===== config.mk =====
export PLATFORM = sky130hd
export DESIGN_NAME = seg_scan_driver_flat
export DESIGN_NICKNAME = d
export VERILOG_FILES = /design/src/rtl/seg_scan_driver_if.sv /design/src/rtl/seg_scan_driver.sv /design/src/flat_wrapper.sv
export SDC_FILE = /design/constraint.sdc
export NUM_CORES = 1
export LEC_CHECK = 0
export CAP_MARGIN = 30
export CORE_MARGIN = 5
export CORE_UTILIZATION = 48
export CTS_CLUSTER_SIZE = 40
export DETAILED_ROUTE_END_ITERATION = 7
export PLACE_DENSITY = 0.66
export SLEW_MARGIN = 20
export SYNTH_ARGS = -nofsm -noshare
export SYNTH_HDL_FRONTEND = slang
export SYNTH_SLANG_ARGS = --single-unit

===== constraint.sdc =====
create_clock -name clk -period 4.25 [get_ports clk]
set_clock_uncertainty 0.1 [all_clocks]
set_input_delay 1.0625 -clock clk [delete_from_list [all_inputs] [get_ports clk]]
set_output_delay 1.0625 -clock clk [all_outputs]
set_load 0.05 [all_outputs]

===== src/rtl/seg_scan_driver_if.sv =====
// Write/commit port and display-pin bundle for seg_scan_driver.
// Optional SEG_BLINK_EN adds the per-digit blink_mask line.
interface seg_scan_driver_if #(
    parameter int DIGITS = 8
);
    localparam int IW = (DIGITS > 1) ? $clog2(DIGITS) : 1;

    logic              wr_en;
    logic [IW-1:0]     wr_addr;
    logic [3:0]        wr_data;
    logic              commit;
    logic              commit_pending;
    logic              frame_done;
    logic [7:0]        seg_out;
    logic [DIGITS-1:0] seg_en;
`ifdef SEG_BLINK_EN
    logic [DIGITS-1:0] blink_mask;

    modport master (
        output wr_en, wr_addr, wr_data, commit, blink_mask,
        input  commit_pending, frame_done, seg_out, seg_en
    );
    modport slave (
        input  wr_en, wr_addr, wr_data, commit, blink_mask,
        output commit_pending, frame_done, seg_out, seg_en
    );
`else
    modport master (
        output wr_en, wr_addr, wr_data, commit,
        input  commit_pending, frame_done, seg_out, seg_en
    );
    modport slave (
        input  wr_en, wr_addr, wr_data, commit,
        output commit_pending, frame_done, seg_out, seg_en
    );
`endif
endinterface


===== src/rtl/seg_scan_driver.sv =====
// Multiplexed 7-segment scanner with shadow/active buffers and frame-aligned commit.
// Optional feature macro SEG_BLINK_EN adds per-digit blinking driven by a frame counter.
module seg_scan_driver #(
    parameter int DIGITS    = 8,
    parameter int SCAN_DIV  = 100000,
    parameter int BLANK_CYC = 16
`ifdef SEG_BLINK_EN
    ,
    parameter int BLINK_FRAMES = 64
`endif
) (
    input logic               clk,
    input logic               rst,
    seg_scan_driver_if.slave  bus
);
    localparam int IW = (DIGITS > 1) ? $clog2(DIGITS) : 1;
    localparam int PW = $clog2(SCAN_DIV);

    typedef enum logic {
        IDLE    = 1'b0,
        PENDING = 1'b1
    } state_t;

    state_t            state;
    logic [3:0]        shadow [DIGITS];
    logic [3:0]        active [DIGITS];
    logic [PW-1:0]     psc;
    logic [IW-1:0]     idx;
    logic              tc_s;
    logic              wrap_s;
    logic              mute_s;
    logic [7:0]        seg_out_r;
    logic [DIGITS-1:0] seg_en_r;
    logic              frame_done_r;
    logic              commit_pending_r;

    function automatic logic [7:0] decode(input logic [3:0] code);
        logic [7:0] pat;
        case (code)
            4'h0:    pat = 8'hFC;
            4'h1:    pat = 8'h60;
            4'h2:    pat = 8'hDA;
            4'h3:    pat = 8'hF2;
            4'h4:    pat = 8'h0A;
            4'h5:    pat = 8'hB6;
            4'h6:    pat = 8'h6E;
            4'h7:    pat = 8'h1C;
            4'hA:    pat = 8'hEE;
            4'hB:    pat = 8'h3E;
            4'hC:    pat = 8'h9C;
            4'hE:    pat = 8'h9E;
            4'hF:    pat = 8'h8E;
            default: pat = 8'h00;
        endcase
        return pat;
    endfunction

    // Slot terminal count and frame wrap decode
    always_comb begin
        tc_s   = (psc == PW'(SCAN_DIV - 1));
        wrap_s = tc_s && (idx == IW'(DIGITS - 1));
    end

    // Prescaler and digit index; free-running, never stalls
    always_ff @(posedge clk or posedge rst) begin
        if (rst) begin
            psc <= '0;
            idx <= '0;
        end else if (tc_s) begin
            psc <= '0;
            idx <= wrap_s ? '0 : idx + IW'(1);
        end else begin
            psc <= psc + PW'(1);
        end
    end

    // Shadow buffer, written only through the write port
    always_ff @(posedge clk or posedge rst) begin
        if (rst) begin
            for (int i = 0; i < DIGITS; i++) shadow[i] <= 4'hD;
        end else if (bus.wr_en) begin
            shadow[bus.wr_addr] <= bus.wr_data;
        end
    end

    // Commit FSM; the whole shadow moves to active on the frame wrap
    always_ff @(posedge clk or posedge rst) begin
        if (rst) begin
            state            <= IDLE;
            commit_pending_r <= 1'b0;
            for (int i = 0; i < DIGITS; i++) active[i] <= 4'hD;
        end else begin
            case (state)
                IDLE: begin
                    if (bus.commit) begin
                        state            <= PENDING;
                        commit_pending_r <= 1'b1;
                    end
                end
                PENDING: begin
                    if (wrap_s) begin
                        for (int i = 0; i < DIGITS; i++) active[i] <= shadow[i];
                        state            <= IDLE;
                        commit_pending_r <= 1'b0;
                    end
                end
                default: begin
                    state            <= IDLE;
                    commit_pending_r <= 1'b0;
                end
            endcase
        end
    end

`ifdef SEG_BLINK_EN
    localparam int FW = (BLINK_FRAMES > 1) ? $clog2(BLINK_FRAMES) : 1;
    logic [FW-1:0] frame_cnt;
    logic          phase;

    // Blink phase flips after every BLINK_FRAMES frame wraps
    always_ff @(posedge clk or posedge rst) begin
        if (rst) begin
            frame_cnt <= '0;
            phase     <= 1'b0;
        end else if (wrap_s) begin
            if (frame_cnt == FW'(BLINK_FRAMES - 1)) begin
                frame_cnt <= '0;
                phase     <= ~phase;
            end else begin
                frame_cnt <= frame_cnt + FW'(1);
            end
        end
    end

    // Segments of a blinking digit go dark during the off phase
    always_comb begin
        mute_s = phase && bus.blink_mask[idx];
    end
`else
    // Without blinking, segments always follow the decoded code
    always_comb begin
        mute_s = 1'b0;
    end
`endif

    // Registered pin drive; enables stay off for the first BLANK_CYC cycles of a slot
    always_ff @(posedge clk or posedge rst) begin
        if (rst) begin
            seg_out_r    <= 8'h00;
            seg_en_r     <= '0;
            frame_done_r <= 1'b0;
        end else begin
            seg_out_r    <= mute_s ? 8'h00 : decode(active[idx]);
            seg_en_r     <= (int'(psc) < BLANK_CYC) ? '0 : (DIGITS'(1) << idx);
            frame_done_r <= wrap_s;
        end
    end

    assign bus.seg_out        = seg_out_r;
    assign bus.seg_en         = seg_en_r;
    assign bus.frame_done     = frame_done_r;
    assign bus.commit_pending = commit_pending_r;
endmodule


===== src/flat_wrapper.sv =====
// flat-port wrapper written by rule: the top's interface ports become plain ports
module seg_scan_driver_flat 
#(
    parameter int DIGITS    = 8,
    parameter int SCAN_DIV  = 100000,
    parameter int BLANK_CYC = 16

)
  (clk, rst, bus_wr_en, bus_wr_addr, bus_wr_data, bus_commit, bus_commit_pending, bus_frame_done, bus_seg_out, bus_seg_en);
  seg_scan_driver_if #(.DIGITS(DIGITS)) bus_i ();
  input logic clk;
  input logic rst;
  input wire logic [$bits(bus_i.wr_en)-1:0] bus_wr_en;
  input wire logic [$bits(bus_i.wr_addr)-1:0] bus_wr_addr;
  input wire logic [$bits(bus_i.wr_data)-1:0] bus_wr_data;
  input wire logic [$bits(bus_i.commit)-1:0] bus_commit;
  output wire logic [$bits(bus_i.commit_pending)-1:0] bus_commit_pending;
  output wire logic [$bits(bus_i.frame_done)-1:0] bus_frame_done;
  output wire logic [$bits(bus_i.seg_out)-1:0] bus_seg_out;
  output wire logic [$bits(bus_i.seg_en)-1:0] bus_seg_en;
  assign bus_i.wr_en = bus_wr_en;
  assign bus_i.wr_addr = bus_wr_addr;
  assign bus_i.wr_data = bus_wr_data;
  assign bus_i.commit = bus_commit;
  assign bus_commit_pending = bus_i.commit_pending;
  assign bus_frame_done = bus_i.frame_done;
  assign bus_seg_out = bus_i.seg_out;
  assign bus_seg_en = bus_i.seg_en;
  seg_scan_driver #(.DIGITS(DIGITS), .SCAN_DIV(SCAN_DIV), .BLANK_CYC(BLANK_CYC)) u_core (.clk(clk), .rst(rst), .bus(bus_i));
endmodule

==> results of run 1 <==
-- cells in the mapped netlist, types with 4 or more instances --
master and instances:
mux2_2 67, dfrtp_1 54, dfstp_2 48, ha_1 15, nor2_1 15, inv_1 10, nand2_1 10, mux2i_1 9
xnor2_1 8, mux4_2 7, nand3_1 7, xor2_1 7, and3_1 6, nor3_1 6, buf_6 5, and2_1 4
nand4_1 4
-- final timing paths --
kind	startpoint	to	slack, ns	cells after the start
max	u_core.idx[0]$_DFFE_PP0N_	u_core.bus.seg_out[6]$_DFF_PP0_	1.33	5
min	u_core.psc[0]$_DFF_PP0_	u_core.psc[0]$_DFF_PP0_	0.39	1
max in group asynchronous	rst	u_core.shadow[23]$_DFFE_PP1P_	2.22	3
min reg2reg	u_core.psc[0]$_DFF_PP0_	u_core.psc[0]$_DFF_PP0_	0.39	1
min in group asynchronous	rst	u_core.shadow[29]$_DFFE_PP0P_	1.02	2
max reg2reg	u_core.idx[0]$_DFFE_PP0N_	u_core.bus.seg_out[6]$_DFF_PP0_	1.33	5
-- where the power goes --
part | total (mW) | internal [mW] | switching, mW
clock | 0.641 | 0.313 | 0.329
sequential | 1.11 | 1.07 | 0.0328
combinational | 0.111 | 0.0625 | 0.0488
-- metal layers --
layer	global-route usage (%)	vias to the layer above
met5	0	-
met4	5.41	0
met3	3.96	10
met2	23.4	45
met1	20.4	1262
li1	-	1203
-- critical path, cell delays in order (launching register included) --
cell     delay (ns)
dfrtp_1        0.78
mux4_2         0.59
mux2i_1        0.47
inv_1          0.24
ha_1           0.26
maj3_1         0.34
-- metrics by stage --
step | worst slack (ns) | instances | hold slack (ns)
floorplan | 0.491 | 319 | 0.347
global placement | 1.36 | 472 | 0.364
detailed placement | 1.32 | 472 | 0.378
CTS | 1.30 | 488 | 0.390
global route | 1.00 | 488 | 0.421
finish | 1.33 | 488 | 0.385
-- final cells by class --
class	count	area share, %
clock buffers	11	2.93
multi-input cells	198	35.9
repair buffers	32	5.91
clock inverters	5	1.18
well taps	129	3.10
flip-flops and latches	102	50.2
inverters	11	0.841
-- state kept, by name (all words and copies together) (netlist names) --
register	count
u_core.active	32
u_core.shadow	32
u_core.psc	17
u_core.bus.seg_en	8
u_core.bus.seg_out	7
u_core.idx	3
u_core.bus.commit_pending	1
u_core.bus.frame_done	1
u_core.state	1
-- cell families (layout without fill, tap and decap cells) --
kind of cell / Yosys count / in the layout / synth area share, %
compound gates: 8 / 8 / 1.09
xor+xnor: 15 / 15 / 2.86
fa+ha+maj: 16 / 16 / 4.30
buf+inv: 19 / 59 / 2.48
flops: 102 / 102 / 56.9
mux: 87 / 87 / 23.4
other cells: 1 / 1 / 0.0816
simple gates: 71 / 71 / 8.94
==> metrics.txt, run 1 <==
vias per inst 5.16; total track usage 15.1%; Mapped Avg Cell Area between 10 and 15 um2; root buffer cell clkbuf_8; Clock Pin Slew Worst Setup and Hold Paths 0.09 ns; DR vias 2520; Static Leak roughly 2.2 nW; Die H between 100 and 150 um; initial antenna violation count 0; Sequential Area 2610 um2; Initial DRC Count 100; Syn Nets 345; sequential area share after synthesis roughly 57%; CTS tree built; routed wl met2 approximately 3600 um; Post-synth ARST share 100%; Clock Latency Late Sink 0.37 ns; Yosys warnings 0; Initial Utilization roughly half; cts repair resizes 0; die area between 10000 and 15000 um2; crit start category register; actual slew at the worst max-slew pin ~0.69 ns; routability congestion estimate between 0.7 and 0.8; period utilization about two thirds; # DRC 0; Setup Crit Path Kind reg2reg; Die X around 110 um; clock sink total between 100 and 150; core box area between 9000 and 10000 um2; Ports 29; CTS buffer count 9; Max Fanout on Critical Path 13; M1 WL 3710 um; TNS Setup 0 ns; most frequent cells in the layout 67 x mux2_2, 54 x dfrtp_1, 48 x dfstp_2; CP endpoint kind register; synth unique cells 44; max layer used met4; Util after Layout 56.1%; multi-input logic area between 1500 and 2000 um2; drt pass-1 iters 5; WP data arrival about 3.1 ns; Fmax achieved 343 MHz; row cnt 35; top-area cell type share of the netlist area 29.4%; WL/cell ~16 um; fin. max-slew vios 0; Final HPWL DP about 5400 um; top_reg_cell synth dfrtp_1; grt ovf 0; Hold Path Class reg2reg; Hold Buf Count CTS 0; worst IR drop on VDD between 0.0002 and 0.00025 V; cell taking the most area after synthesis dfrtp_1; Synth-to-Final Area Change 13.3%; Post-CTS Setup Inserts 0; Nets 380; CTS HTree Levels 3; slew margin rel. around 54%; Clock Tree Buf Depth 2; Power per Cell Area 357 nW/um2; Buffers on Ports 27; vias in the first global route about 2600; Setup violations, final 0; Post-Route WL 7680 um; Fillers 780; maxcap violations 0; Final Total Pwr 1.86 mW; CP required about 4.4 ns; RSZ-0062 raised after global routing false; Hold Vio Cnt, Final 0; ant diodes 0; Post-synth EDFFs 0; Post-Syn Area around 4600 um2; WL met3 roughly 240 um; share of cells above drive strength 1 ~40%; top cells by area, synth dfrtp_1 29%, dfstp_2 27%, mux2_2 16%; commonest non-fill, non-tap cell in the layout mux2_2; Post-DP Area approximately 5000 um2; first-pass GRT wire length 13300 um; Synth Register Bits ~100; Post-Layout Inst Area 5210 um2; ANT nets after route 0; status finished, final reports clean; Cells after Synth around 320; minimum clock period 2.92 ns; pin count of the biggest net entering global routing 50
Note: power is estimated with default switching activity, not from simulation.
==> inputs of run 2 (changes only) <==
Clock period 4.25 ns to 2.8 ns, I/O delays scaled along.
==> metrics.txt, run 2 (synthesized netlist as in run 1, its figures left out) <==
worst IR drop on VDD 0.000311 V (was 0.000242 V); Hold Vio Cnt, Final 0 (unchanged); delay-heaviest family, CP multiplexers (unchanged); GRT met1 Usage 20.0% (was 20.4%); ant diodes 0 (unchanged); CTS HTree Levels 3 (unchanged); multi-input logic area 1870 um2 (unchanged); CP endpoint kind register (unchanged); crit start category register (unchanged); commonest non-fill, non-tap cell in the layout mux2_2 (unchanged); Final HPWL DP 5130 um (was 5370 um); Max stage delay on crit path 0.69 ns (was 0.78 ns); Fillers 786 (was 780); Nets 386 (was 380); actual slew at the worst max-slew pin 0.555 ns (was 0.687 ns); Hold Path Class reg2reg (unchanged); Sequential Area 2610 um2 (unchanged); Static Leak 2.22 nW (about the same); Regs by FF count u_core.active x32, u_core.shadow x32, u_core.psc x17 (unchanged); root buffer cell clkbuf_8 (unchanged); WP data arrival 2.66 ns (was 3.06 ns); GRT met3 Usage 4.62% (was 3.96%); vias in the first global route 2621 (was 2576); WL/cell 15.4 um (was 15.7 um); slew margin rel. 63.0% (was 53.8%); Buf+Inv Stages, Crit Path 0 (was 1); ANT nets after route 0 (unchanged); routability congestion estimate 0.763 (was 0.778); Max Fanout on Critical Path 11 (was 13); first-pass GRT wire length 13100 um (was 13300 um); Initial Utilization 49.5% (unchanged); Post-Route WL 7590 um (was 7680 um); grt ovf 0 (unchanged); Die H 108 um (unchanged); maxcap violations 0 (unchanged); period utilization 88.5% (was 68.6%); global route hottest layer met2 (unchanged); cts repair resizes 0 (unchanged); total track usage 14.6% (was 15.1%); Synth-to-Final Area Change 14.0% (was 13.3%); TNS Setup 0 ns (unchanged); die area 11600 um2 (unchanged); Ports 29 (unchanged); DR vias 2485 (was 2520); R2R Setup Slk 0.32 ns (was 1.33 ns); Clock Pin Slew Worst Setup and Hold Paths 0.09 ns (about the same); Hold Buf Count CTS 0 (unchanged); drt pass-1 iters 4 (was 5); # DRC 0 (unchanged); CP cell instances mux4_1 -> mux2_2 -> or3b_2 -> o211ai_1 (was mux4_2 -> mux2i_1 -> inv_1 -> ha_1 -> maj3_1); vias per inst 5.03 (was 5.16); Crit-path slowest cell dfrtp_1 (unchanged); RSZ-0062 raised after global routing false (unchanged); clock sink total 102 (unchanged); Hold Slack 0.395 ns (was 0.385 ns); row cnt 35 (unchanged); Die X 108 um (unchanged); CTS buffer count 9 (unchanged); CTS tree built (unchanged); Fmax achieved 404 MHz (was 343 MHz); CP required 2.98 ns (was 4.39 ns); most frequent cells in the layout 67 x mux2_2, 54 x dfrtp_1, 48 x dfstp_2 (unchanged); core box area 9280 um2 (unchanged); Initial DRC Count 60 (was 100); Setup Crit Path Kind reg2reg (unchanged); met2 usage 22.3% (was 23.4%); Clock Latency Late Sink 0.37 ns (about the same); Buffers on Ports 27 (unchanged); Power per Cell Area 509 nW/um2 (was 357 nW/um2); minimum clock period 2.48 ns (was 2.92 ns); share of cells above drive strength 1 41.9% (was 40.9%); Clock Tree Buf Depth 2 (unchanged); initial antenna violation count 0 (unchanged); fin. max-slew vios 0 (unchanged); Setup violations, final 0 (unchanged); Post-CTS Setup Inserts 0 (unchanged); status finished, final reports clean (unchanged); pin count of the biggest net entering global routing 103 (was 50)
## run 2: cell count changes in the layout (fill, tap and decap cells not counted), sizes merged
cell      change
inv           -3
bufinv        -1
buf           +6
clkinv        +3
clkinvlp      +3
clkbuf        -2
## run 2: power by group
group / switching [mW] / internal [mW]
combinational: 0.0761 / 0.0979
sequential: 0.0475 / 1.63
clock: 0.489 / 0.322
total: 0.612 / 2.05
## run 2: final cells by class
| class | instances | area share [%] |
|---|---|---|
| tap | 129 | 3.08 |
| sequential | 102 | 49.9 |
| multi-input combinational | 198 | 35.7 |
| inverter | 11 | 0.860 |
| timing repair buffer | 38 | 7.22 |
| clock buffer | 9 | 2.37 |
| clock inverter | 7 | 0.932 |
## run 2: path summary, 6_finish.rpt
check | startpoint | cells past startpoint | endpoint
min in group asynchronous | rst | 3 | u_core.shadow[21]$_DFFE_PP0P_
max | u_core.idx[0]$_DFFE_PP0N_ | 4 | u_core.bus.seg_out[7]$_DFF_PP0_
max in group asynchronous | rst | 3 | u_core.bus.seg_out[3]$_DFF_PP0_
max reg2reg | u_core.idx[0]$_DFFE_PP0N_ | 4 | u_core.bus.seg_out[7]$_DFF_PP0_
min reg2reg | u_core.psc[12]$_DFF_PP0_ | 1 | u_core.psc[12]$_DFF_PP0_
min | u_core.psc[12]$_DFF_PP0_ | 1 | u_core.psc[12]$_DFF_PP0_
## run 2: stage by stage
step	std cells	setup slack, ns	instance area (um2)	total power [mW]	util (%)
2_1_floorplan	319	0.376	4600	1.81	-
3_3_place_gp	478	0.329	5060	1.87	54.5
3_5_place_dp	478	0.308	5060	1.88	54.5
4_1_cts	494	0.290	5240	2.71	56.4
5_1_grt	494	0.104	5240	2.80	56.4
6_report	494	0.322	5240	2.66	56.4
## run 2: routing by layer
layer  vias to the layer above  wire length, um
met1                      1225             3690
met5                         -                0
li1                       1219                -
met2                        34             3520
met4                         0               82
met3                         7              298
